==> src/rtl/gnr_node_lut.sv <==
// Boolean-network node: slow (s0) and fast (s1) state copies share one truth-table update; s1 activity is counted.
// Optional run-time table writes when GNR_NODE_LUT_WR_EN is defined; otherwise the table is the constant LUT_INIT.
module gnr_node_lut #(
    parameter int                      FANIN    = 4,
    parameter logic [(1<<FANIN)-1:0]   LUT_INIT = '0,
    parameter int                      SLOW_DIV = 2,
    parameter int                      CNT_W    = 16
) (
    input  logic                    i_clk,
    input  logic                    i_rst,
    input  logic                    i_reset_nos,
    input  logic                    i_init_state,
    input  logic                    i_start_s0,
    input  logic                    i_start_s1,
    input  logic [FANIN-1:0]        i_in_s0,
    input  logic [FANIN-1:0]        i_in_s1,
`ifdef GNR_NODE_LUT_WR_EN
    input  logic                    i_lut_wr,
    input  logic [(1<<FANIN)-1:0]   i_lut_wdata,
`endif
    output logic                    o_s0,
    output logic                    o_s1,
    output logic                    o_s1_chg,
    output logic [CNT_W-1:0]        o_act_cnt
);

    localparam int LUT_N = 1 << FANIN;
    localparam int PH_W  = (SLOW_DIV > 1) ? $clog2(SLOW_DIV) : 1;
    localparam logic [PH_W-1:0] PH_LAST = PH_W'(SLOW_DIV - 1);

    logic [LUT_N-1:0] w_lut;
    logic             w_nxt0;
    logic             w_nxt1;

    logic             r_s0;
    logic             r_s1;
    logic             r_s1_chg;
    logic [CNT_W-1:0] r_act_cnt;
    logic [PH_W-1:0]  r_phase;

`ifdef GNR_NODE_LUT_WR_EN
    logic [LUT_N-1:0] r_lut;

    // A write in the same cycle as a start still lets that start see the old table.
    always_ff @(posedge i_clk) begin
        if (i_rst) begin
            r_lut <= LUT_INIT;
        end else if (!i_reset_nos && i_lut_wr) begin
            r_lut <= i_lut_wdata;
        end
    end

    assign w_lut = r_lut;
`else
    assign w_lut = LUT_INIT;
`endif

    assign w_nxt0 = w_lut[i_in_s0];
    assign w_nxt1 = w_lut[i_in_s1];

    always_ff @(posedge i_clk) begin
        if (i_rst) begin
            r_s0      <= 1'b0;
            r_s1      <= 1'b0;
            r_s1_chg  <= 1'b0;
            r_act_cnt <= '0;
            r_phase   <= '0;
        end else if (i_reset_nos) begin
            r_s0      <= i_init_state;
            r_s1      <= i_init_state;
            r_s1_chg  <= 1'b0;
            r_act_cnt <= '0;
            r_phase   <= '0;
        end else begin
            if (i_start_s0) begin
                if (r_phase == '0) begin
                    r_s0 <= w_nxt0;
                end
                r_phase <= (r_phase == PH_LAST) ? '0 : r_phase + 1'b1;
            end
            r_s1_chg <= 1'b0;
            if (i_start_s1) begin
                r_s1     <= w_nxt1;
                r_s1_chg <= (w_nxt1 != r_s1);
                if ((w_nxt1 != r_s1) && (r_act_cnt != '1)) begin
                    r_act_cnt <= r_act_cnt + 1'b1;
                end
            end
        end
    end

    assign o_s0      = r_s0;
    assign o_s1      = r_s1;
    assign o_s1_chg  = r_s1_chg;
    assign o_act_cnt = r_act_cnt;

endmodule

==> config.mk <==
export PLATFORM = sky130hd
export DESIGN_NAME = gnr_node_lut
export DESIGN_NICKNAME = d
export VERILOG_FILES = /design/src/rtl/gnr_node_lut.sv
export SDC_FILE = /design/constraint.sdc
export NUM_CORES = 1
export LEC_CHECK = 0
export ABC_AREA = 1
export CAP_MARGIN = 10
export CORE_MARGIN = 2
export CORE_UTILIZATION = 30
export CTS_CLUSTER_SIZE = 40
export DETAILED_ROUTE_END_ITERATION = 8
export SLEW_MARGIN = 20
export SYNTH_ARGS = -nofsm -noshare
export SYNTH_HDL_FRONTEND = slang
export SYNTH_SLANG_ARGS = --single-unit
==> constraint.sdc <==
create_clock -name i_clk -period 2.6 [get_ports i_clk]
set_input_delay 0.39 -clock i_clk [delete_from_list [all_inputs] [get_ports i_clk]]
set_output_delay 0.39 -clock i_clk [all_outputs]
set_load 0.1 [all_outputs]
==> results.json <==
{
  "worstMarginPinSlew_ns": 0.542,
  "port_buffer_count": 24,
  "clock_latency_ns": 0.26,
  "synthToLayoutAreaGrowth_pct": 23.7,
  "multi_input_comb_area_um2": 629,
  "setup-tns-final_ns": 0,
  "routed_length_per_instance_um": 9.72,
  "hold_ws_ns": 0.500,
  "finalHoldViolations": 0,
  "worst_r2r_path_depth": 9,
  "drt_drc_violations_left": 0,
  "cellPowerDensity_nw_per_um2": 390,
  "synth_seq_area_share_pct": 33.0,
  "syn-instance-count": 202,
  "hold_start": "o_s0",
  "grt.busiest_layer": "met2",
  "first_global_vias": 1053,
  "avgSynthCellArea_um2": 6.01,
  "final-max-slew-violation-count": 0,
  "grt_setup_unrepaired": "no",
  "final-seq-area_um2": 400,
  "drv_cap": 0,
  "max_clock_freq_mhz": 590,
  "placementRows": 23,
  "synthesis.yosys.warnings": 0,
  "total_power_w": 0.000586,
  "crit_path_max_fanout": 12,
  "clkSinkCount": 20,
  "io_pins": 33,
  "min_to": "o_s0",
  "leakagePower_nw": 0.692,
  "async_reset_ff_share_pct": 0,
  "synthDominantAreaCellType": "dfxtp_1",
  "status": "complete, no violations",
  "peak_vdd_ir_v": 0.000180,
  "globalRouteOverflowTotal": 0,
  "wire_length_of_the_first_global_routing_pass_um": 4670,
  "route.antenna.remaining_nets": 0,
  "die-width_um": 67.6,
  "yosys-top-cells-area": "dfxtp_1 33%, nand2_1 18%, inv_1 12%, nor2_1 11%, nand3_1 9.5%",
  "antenna_diode_count": 0,
  "timing.hold.worst_path_depth": 2,
  "synth.cells.most_frequent": "57 x nand2_1, 39 x inv_1, 37 x nor2_1, 23 x nand3_1, 20 x dfxtp_1",
  "num-nets-final": 245,
  "antenna_found_initial": 0,
  "placement.cell_area_um2": 1460,
  "kind_of_cell_adding_the_most_delay_to_the_critical_path": "simple AND/OR/NAND/NOR gates",
  "post-cts-setup-buffer-count": 0,
  "initial_core_util_pct": 30.8,
  "clk_pin_slew_worst_paths_ns": 0.08,
  "critPathBufInv": 0,
  "synth_ff_type": "dfxtp_1",
  "buffer_levels_on_the_longest_clock_path": 2,
  "crit_chain": "ha_1 > nand2_2 > nor2_4 > nand2_2 > nor2_2 > nor2_2 > nand3_1 > nand2_1 > nor2_1",
  "worst-r2r-setup-slack_ns": 0.90,
  "die-height_um": 67.6,
  "fin_ws_ns": 0.904,
  "place_congestion": 0.761,
  "met2_usage_pct": 21.9,
  "timing.critical_path.slowest_cell_delay_ns": 0.42,
  "slew-limit-headroom_pct": 63.9,
  "total_non_filler_cell_area_in_the_finished_layout_um2": 1500,
  "grt_use_met1_pct": 17.2,
  "drt_first_pass_iters": 6,
  "h_tree_depth": 1,
  "dr_total_vias": 1193,
  "fp.coreArea_um2": 3940,
  "aggregate_routed_wire_length_um": 2700,
  "postSynthRegisterBits": 20,
  "die_area_um2": 4570,
  "vias_per_cell": 4.29,
  "criticalPathCategory": "flop to flop",
  "finalSetupViolations": 0,
  "place_ws_ns": 0.835,
  "post-synth-top-count-cell": "nand2_1",
  "startpoint_type": "flop",
  "tritoncts.num_buffers": 3,
  "cp_data_required_time_ns": 2.76,
  "minimum_period_implied_by_the_final_worst_setup_slack_ns": 1.70,
  "synth.top_cell.area_share_pct": 33.0,
  "tritoncts": "done",
  "post-dp-hpwl_um": 2060,
  "worstPathArrival_ns": 1.86,
  "synth_edf_count": 0,
  "final_layout_size_suffix_gt1_share_pct": 16.7,
  "critPathCaptureType": "flop",
  "finClkSkew_ns": 0.00306,
  "number_of_distinct_library_cells_after_synthesis": 21,
  "fill_cells": 422,
  "cts_root_buffer": "clkbuf_8",
  "worstReg2RegEnd": "o_act_cnt[14]",
  "rr_startpoint": "o_act_cnt[0]",
  "grt_max_degree": 15,
  "use_met3_pct": 2.17,
  "post_cts_resized": 0,
  "crit_path_top_delay_cell": "nor2_2",
  "grt_use_total_pct": 13.3,
  "syn_nets": 217,
  "first_iter_violations": 45,
  "netlist_area_before_placement_um2": 1210,
  "cts_hold_repair.buffers": 0,
  "period_share_pct": 65.2,
  "worst_min_delay_path_class": "flop to flop"
}
-- final cells by class --
class                      count  share of cell area (%)
multi-input combinational    138                    41.9
inverter                      39                    9.74
clock buffer                   3                    2.75
sequential                    20                    26.6
tap                           50                    4.16
timing repair buffer          28                    14.8
-- where the power goes --
| group | switching [W] | internal (W) | leakage, nW |
|---|---|---|---|
| combinational | 0.0000445 | 0.0000197 | 0.509 |
| sequential | 0.00000220 | 0.000309 | 0.162 |
| clock | 0.000107 | 0.000103 | 0.0216 |
-- how the worst max path moves through the flow --
stage	startpoint	end	slack (ns)	depth (start not counted)
finish	o_act_cnt[0]	o_act_cnt[14]	0.90	9
global route	o_act_cnt[0]	o_act_cnt[14]	0.77	9
CTS	o_act_cnt[0]	o_act_cnt[5]	0.90	9
detailed placement	i_start_s1	o_act_cnt[13]	0.83	9
global placement	i_start_s1	o_act_cnt[13]	0.86	9
floorplan	o_act_cnt[0]	o_act_cnt[12]	0.37	9
-- cell families after synthesis --
| logic type | after synthesis | synth area share (%) |
|---|---|---|
| compound gates | 4 | 1.96 |
| xor+xnor | 2 | 1.44 |
| fa+ha+maj | 1 | 1.03 |
| buf+inv | 44 | 15.2 |
| flops | 20 | 33.0 |
| simple gates | 131 | 47.4 |
-- tightest hold or removal path, stage by stage, from the launching register on --
cell and delay, ns:
dfxtp_1 0.31, nand3_1 0.07, o21ai_0 0.07
-- state kept, by name, summed over array words and instances (netlist names) --
signal     cells
o_act_cnt     16
o_s1           1
o_s0           1
r_phase        1
o_s1_chg       1
-- placed cells by master (no fill, tap or decap) --
| cell | instances |
|---|---|
| a21oi_1 | 2 |
| buf_4 | 23 |
| clkbuf_8 | 3 |
| clkdlybuf4s50_1 | 5 |
| dfxtp_1 | 20 |
| ha_1 | 1 |
| inv_1 | 39 |
| nand2_1 | 57 |
| nand2_2 | 2 |
| nand3_1 | 23 |
| nand3_2 | 3 |
| nand4_1 | 1 |
| nor2_1 | 37 |
| nor2_2 | 4 |
| nor2_4 | 2 |
| nor3_1 | 1 |
| o21ai_0 | 1 |
| o32ai_1 | 1 |
| or2_2 | 1 |
| xor2_1 | 2 |
-- stage by stage --
| stage | util [%] | std cells |
|---|---|---|
| 2_1_floorplan | - | 202 |
| 3_3_place_gp | 37.1 | 275 |
| 3_5_place_dp | 37.1 | 275 |
| 4_1_cts | 38.1 | 278 |
| 5_1_grt | 38.1 | 278 |
| 6_report | 38.1 | 278 |
-- per-layer routing --
metal | part of all wire, % | up-vias
li1 | - | 653
met1 | 49 | 513
met2 | 46 | 25
met3 | 4.2 | 2
met4 | 0.67 | 0
met5 | 0 | -
(Power assumes the default switching activity.)
